$ cat src/rtl/vector_exec_stage.sv
// -----------------------------------------------------------------------------
// vector_exec_stage
//
// Purpose:
//   Execute stage that sits between regFile read and regFile write. It takes
//   two lane-packed operands plus a decoded op and destination, computes a
//   lane-wise result and presents it as a registered writeback bundle.
//   Single-cycle ops (ADD, SUB, AND, OR, XOR, SLL, PASS) produce their result
//   on the edge they are accepted. MUL runs a shift-and-add multiplier for
//   registerSize iterations, during which the stage refuses new work.
//
// Configuration:
//   SATURATE_EN  when defined, ADD and SUB saturate per lane (unsigned).
//                When undefined, ADD and SUB wrap modulo 2^registerSize.
//
// Ports:
//   clk           clock, all state updates on the rising edge
//   reset         synchronous active-high reset
//   inValid       operation presented this cycle
//   inReady       stage can accept an operation (state only, never inValid)
//   opCode        000 ADD, 001 SUB, 010 AND, 011 OR, 100 XOR, 101 SLL,
//                 110 MUL, 111 PASS
//   operand1      lane operand A, [vectorSize-1:0][registerSize-1:0]
//   operand2      lane operand B
//   inRegToWrite  destination register (MSB selects the scalar bank)
//   inWrEnSc      result targets the scalar bank
//   inWrEnVec     result targets the vector bank
//   outValid      writeback bundle valid, one-cycle pulse
//   dataIn        result bundle to regFile
//   regToWrite    destination register to regFile
//   regWrEnSc     outValid qualified scalar write strobe
//   regWrEnVec    outValid qualified vector write strobe
// -----------------------------------------------------------------------------
module vector_exec_stage #(
  parameter int registerSize  = 8,
  parameter int vectorSize    = 4,
  parameter int selectionBits = 2
) (
  input  logic                                      clk,
  input  logic                                      reset,
  input  logic                                      inValid,
  output logic                                      inReady,
  input  logic [2:0]                                opCode,
  input  logic [vectorSize-1:0][registerSize-1:0]   operand1,
  input  logic [vectorSize-1:0][registerSize-1:0]   operand2,
  input  logic [selectionBits:0]                    inRegToWrite,
  input  logic                                      inWrEnSc,
  input  logic                                      inWrEnVec,
  output logic                                      outValid,
  output logic [vectorSize-1:0][registerSize-1:0]   dataIn,
  output logic [selectionBits:0]                    regToWrite,
  output logic                                      regWrEnSc,
  output logic                                      regWrEnVec
);

  localparam int ShW  = (registerSize > 1) ? $clog2(registerSize) : 1;
  localparam int CntW = ShW;

  localparam logic [2:0] OP_ADD  = 3'b000;
  localparam logic [2:0] OP_SUB  = 3'b001;
  localparam logic [2:0] OP_AND  = 3'b010;
  localparam logic [2:0] OP_OR   = 3'b011;
  localparam logic [2:0] OP_XOR  = 3'b100;
  localparam logic [2:0] OP_SLL  = 3'b101;
  localparam logic [2:0] OP_MUL  = 3'b110;

  localparam logic [0:0] ST_IDLE = 1'b0;
  localparam logic [0:0] ST_MUL  = 1'b1;

  // State and datapath registers
  logic [0:0]                                state_q,  state_d;
  logic [CntW-1:0]                           cnt_q,    cnt_d;
  logic [vectorSize-1:0][registerSize-1:0]   acc_q,    acc_d;
  logic [vectorSize-1:0][registerSize-1:0]   mcand_q,  mcand_d;
  logic [vectorSize-1:0][registerSize-1:0]   mplier_q, mplier_d;
  logic                                      valid_q,  valid_d;
  logic [vectorSize-1:0][registerSize-1:0]   data_q,   data_d;
  logic [selectionBits:0]                    reg_q,    reg_d;
  logic                                      en_sc_q,  en_sc_d;
  logic                                      en_vec_q, en_vec_d;

  // Per-lane combinational results
  logic [vectorSize-1:0][registerSize-1:0]   alu_res;
  logic [vectorSize-1:0][registerSize-1:0]   acc_step;
  logic [vectorSize-1:0][registerSize-1:0]   mcand_sh;
  logic [vectorSize-1:0][registerSize-1:0]   mplier_sh;

  genvar gi;
  generate
    for (gi = 0; gi < vectorSize; gi++) begin : g_lane
      logic [registerSize-1:0] add_w;
      logic [registerSize-1:0] sub_w;
      logic [registerSize-1:0] lane_res;

`ifdef SATURATE_EN
      // One extra bit catches the carry (ADD overflow) or borrow (SUB underflow).
      logic [registerSize:0] sum_w;
      logic [registerSize:0] diff_w;
      assign sum_w  = {1'b0, operand1[gi]} + {1'b0, operand2[gi]};
      assign diff_w = {1'b0, operand1[gi]} - {1'b0, operand2[gi]};
      assign add_w  = sum_w[registerSize]  ? '1 : sum_w[registerSize-1:0];
      assign sub_w  = diff_w[registerSize] ? '0 : diff_w[registerSize-1:0];
`else
      assign add_w  = operand1[gi] + operand2[gi];
      assign sub_w  = operand1[gi] - operand2[gi];
`endif

      always_comb begin
        lane_res = operand1[gi];
        case (opCode)
          OP_ADD:  lane_res = add_w;
          OP_SUB:  lane_res = sub_w;
          OP_AND:  lane_res = operand1[gi] & operand2[gi];
          OP_OR:   lane_res = operand1[gi] | operand2[gi];
          OP_XOR:  lane_res = operand1[gi] ^ operand2[gi];
          OP_SLL:  lane_res = operand1[gi] << operand2[gi][ShW-1:0];
          default: lane_res = operand1[gi];  // PASS; MUL never uses this path
        endcase
      end

      assign alu_res[gi]   = lane_res;
      // One shift-and-add iteration: add the multiplicand when the current
      // multiplier LSB is set, then walk both operands by one bit.
      assign acc_step[gi]  = acc_q[gi] + (mplier_q[gi][0] ? mcand_q[gi] : '0);
      assign mcand_sh[gi]  = mcand_q[gi] << 1;
      assign mplier_sh[gi] = mplier_q[gi] >> 1;
    end
  endgenerate

  always_comb begin
    state_d  = state_q;
    cnt_d    = cnt_q;
    acc_d    = acc_q;
    mcand_d  = mcand_q;
    mplier_d = mplier_q;
    valid_d  = 1'b0;
    data_d   = data_q;
    reg_d    = reg_q;
    en_sc_d  = en_sc_q;
    en_vec_d = en_vec_q;

    case (state_q)
      ST_IDLE: begin
        if (inValid) begin
          reg_d    = inRegToWrite;
          en_sc_d  = inWrEnSc;
          en_vec_d = inWrEnVec;
          if (opCode == OP_MUL) begin
            state_d  = ST_MUL;
            cnt_d    = '0;
            acc_d    = '0;
            mcand_d  = operand1;
            mplier_d = operand2;
          end else begin
            data_d  = alu_res;
            valid_d = 1'b1;
          end
        end
      end
      default: begin
        acc_d    = acc_step;
        mcand_d  = mcand_sh;
        mplier_d = mplier_sh;
        cnt_d    = cnt_q + 1'b1;
        // Last iteration: publish the accumulator including this edge's add.
        if (cnt_q == CntW'(registerSize - 1)) begin
          data_d  = acc_step;
          valid_d = 1'b1;
          state_d = ST_IDLE;
          cnt_d   = '0;
        end
      end
    endcase
  end

  always_ff @(posedge clk) begin
    if (reset) begin
      state_q  <= ST_IDLE;
      cnt_q    <= '0;
      acc_q    <= '0;
      mcand_q  <= '0;
      mplier_q <= '0;
      valid_q  <= 1'b0;
      data_q   <= '0;
      reg_q    <= '0;
      en_sc_q  <= 1'b0;
      en_vec_q <= 1'b0;
    end else begin
      state_q  <= state_d;
      cnt_q    <= cnt_d;
      acc_q    <= acc_d;
      mcand_q  <= mcand_d;
      mplier_q <= mplier_d;
      valid_q  <= valid_d;
      data_q   <= data_d;
      reg_q    <= reg_d;
      en_sc_q  <= en_sc_d;
      en_vec_q <= en_vec_d;
    end
  end

  assign inReady    = (state_q == ST_IDLE);
  assign outValid   = valid_q;
  assign dataIn     = data_q;
  assign regToWrite = reg_q;
  assign regWrEnSc  = valid_q & en_sc_q;
  assign regWrEnVec = valid_q & en_vec_q;

endmodule

$ cat config.mk
export PLATFORM = sky130hd
export DESIGN_NAME = vector_exec_stage
export DESIGN_NICKNAME = d
export VERILOG_FILES = /design/src/rtl/vector_exec_stage.sv
export SDC_FILE = /design/constraint.sdc
export NUM_CORES = 1
export LEC_CHECK = 0
export CAP_MARGIN = 25
export CORE_MARGIN = 4
export CORE_UTILIZATION = 64
export CTS_CLUSTER_SIZE = 25
export DETAILED_ROUTE_END_ITERATION = 10
export PLACE_DENSITY = 0.95
export RECOVER_POWER = 25
export SETUP_SLACK_MARGIN = 0.3
export SLEW_MARGIN = 20
export SYNTH_ARGS = -nofsm -noshare
export SYNTH_HDL_FRONTEND = slang
export SYNTH_SLANG_ARGS = --single-unit
$ cat constraint.sdc
create_clock -name clk -period 5.4 [get_ports clk]
set_input_delay 0.54 -clock clk [delete_from_list [all_inputs] [get_ports clk]]
set_output_delay 0.54 -clock clk [all_outputs]
set_load 0.05 [all_outputs]
==> out/metrics.yaml <==
wl_met1_um: 14000
cp_max_fo: 59
diodes: 0
worstSetupPathType: "reg -> out"
cts.sinks: 138
synth.avg_cell_area_um2: 7.98
holdCritPathClass: "reg -> reg"
status: "finished with violations"
drt-initial-drc-count: 1641
cp_top_family: "flip-flops"
placed_area_um2: 12800
dr.pass1.iters: 7
synth-xor-area-share_pct: 4.26
route.met3.wl_um: 4430
synth_compound_area_share_pct: 25.2
drcViolationCount: 0
vdd_drop_max_v: 0.000258
rr_worst_depth: 7
p_per_area_nw_per_um2: 241
cp_slowest_cell: "dfxtp_1"
yosysUniqueCellTypes: 65
hpwl_um: 26900
synth-simple-area-share_pct: 21.2
cp.depth: 3
die_area_um2: 20500
hold_violations: 0
path_buf_inv: 3
hold_start: "regToWrite[0]"
cts_hold_buf: 0
synth_cells: 1467
grt_max_degree: 84
yosysWarnings: 0
die_h_um: 143
antenna_found_initial: 0
synth-edff-count: 0
path_clk_slew_ps: 60
num_vias: 12200
synth_seq_cells: 138
yosysSeqAreaShare_pct: 23.6
die_x_um: 143
hold_depth: 2
worstMarginPinSlew_ps: 1990
cts_buffer_depth: 2
rsz0062_at_grt: "no"
worstPathCellList: "inv_1, buf_4, clkdlybuf4s50_1"
layout.cells.most_common: "nor2_1"
whs_ps: 453
max_freq_mhz: 248
ios: 114
port_buffers: 113
timing.max_cap.violations: 1
drive_above_1_share_pct: 5.38
finalSetupTns_ps: 0
final_util_pct: 74.5
top_layer_used: "met4"
drtAntennaViolNets: 0
viasPerCell: 6.95
row_count: 49
crit_path_end_kind: "output port"
rrSetupSlack_ps: 1600
start_kind: "flop"
slowest_delay_ps: 1670
design.core.area_um2: 18000
finalClockSkew_ps: 6.44
slew_viol_final: 53
initial_core_util_pct: 65.2
synthAdderAreaFrac_pct: 15.3
nFillCells: 1309
fin_crit_ps: 4040
wl_per_cell_um: 22.3
synthesis.nets: 1680
grt_pass1_vias: 11900
synth_top_family_by_area: "compound AO/OA/AOI/OAI gates"
max-slew-margin-rel_pct: -33.0
grt.total_usage_pct: 37.8
post_cts_buffers: 0
setup_viol: 0
fin_area_um2: 13400
cp_data_arrival_time_ps: 3500
cts_resized: 0
synthMuxAreaShare_pct: 3.98
cts_buffers: 17
root_buffer: "clkbuf_16"
hold_end: "regToWrite[0]"
required_ps: 4860
async_flop_share_pct: 0
r2r_end: "dataIn[6]"
fin_crit_sh_pct: 74.8
violations: "max-capacitance violations, max-slew violations"
areaGrowthSynthToFinish_pct: 14.4
ys.flop_type: "dfxtp_1"
timing.rr.start: "state_q"
clock_latency_ps: 430
overflow: 0
cts_tree: "built"
total_leakage_power_uw: 0.00588
h-tree-depth: 4
layout_common_cells: "nor2_1 (146), dfxtp_1 (138), ha_1 (130), nand2_1 (112), a21oi_1 (90)"
dr_wl_met2_um: 17900
grt_first_pass_wirelength_um: 62000
nets: 1725
wirelength_um: 39100
synthesis.area_um2: 11700
gp_congestion: 0.994
finalPower_uw: 3230
[synth_stat cells, types with 16 or more instances]
cell | number | share of area (%)
nor2_1 | 147 | 4.7
dfxtp_1 | 138 | 24
ha_1 | 130 | 14
nand2_1 | 112 | 3.6
a21oi_1 | 90 | 3.8
o21ai_0 | 77 | 3.3
inv_1 | 75 | 2.4
and3_1 | 60 | 3.2
clkbuf_1 | 52 | 1.7
a22oi_1 | 50 | 3.2
a221oi_1 | 49 | 3.7
nor2b_1 | 44 | 2.4
xnor2_1 | 42 | 3.1
buf_2 | 39 | 1.7
nor3_1 | 38 | 1.6
and2_1 | 33 | 1.8
nand3_1 | 21 | 0.90
a311oi_1 | 19 | 1.4
a211oi_1 | 16 | 1.0
[through the flow]
step / instances / worst slack (ps)
after floorplan: 1467 / 2130
after global placement: 1722 / 1610
after detailed placement: 1722 / 1500
after CTS: 1754 / 1920
after global routing: 1754 / 1290
final: 1754 / 1360
[kinds of logic after synthesis]
family	after synthesis
AND/OR/NAND/NOR	504
AO/OA/AOI/OAI	422
buffers and inverters	179
adder cells (fa/ha/maj)	138
flip-flops	138
XOR/XNOR	57
multiplexers	29
[power by group]
part | switching, uW | leakage [uW] | internal [uW] | total (uW)
clock network | 493 | 0.000297 | 755 | 1250
registers | 34.8 | 0.00112 | 1060 | 1090
logic | 553 | 0.00446 | 335 | 888
total | 1080 | 0.00588 | 2150 | 3230
[metal layers]
metal	up-vias	GRT usage [%]
met2	892	60.8
met3	219	7.60
met4	0	24.7
met1	5627	45.9
li1	5453	-
met5	-	0
[tightest hold or removal path: stages, from the launching register on]
cell and delay (ps):
dfxtp_1 310, nand2_1 50, a21oi_1 50
[flip-flops by register name (all words and copies together) (netlist names)]
name,cells
acc_q,32
cnt_q,3
dataIn,32
en_sc_q,1
en_vec_q,1
mcand_q,32
mplier_q,32
outValid,1
regToWrite,3
state_q,1
[cell type report]
cell class / instances / area [um^2] / share of cell area (%)
clock buffers: 19 / 453 / 3.38
inverters: 76 / 285 / 2.13
flip-flops and latches: 138 / 2760 / 20.6
well taps: 229 / 287 / 2.14
repair buffers: 129 / 1230 / 9.21
multi-input cells: 1150 / 8210 / 61.3
clock inverters: 13 / 164 / 1.22
[worst max-delay path by stage]
| stage | slack, ps | startpoint | to |
|---|---|---|---|
| floorplan | 2130 | opCode[2] | dataIn[23] |
| global placement | 1610 | operand2[0] | dataIn[6] |
| detailed placement | 1500 | operand2[0] | dataIn[6] |
| CTS | 1920 | operand2[0] | dataIn[4] |
| global route | 1290 | state_q | inReady |
| finish | 1360 | state_q | inReady |
No activity file was read; power rests on OpenSTA's default activity.
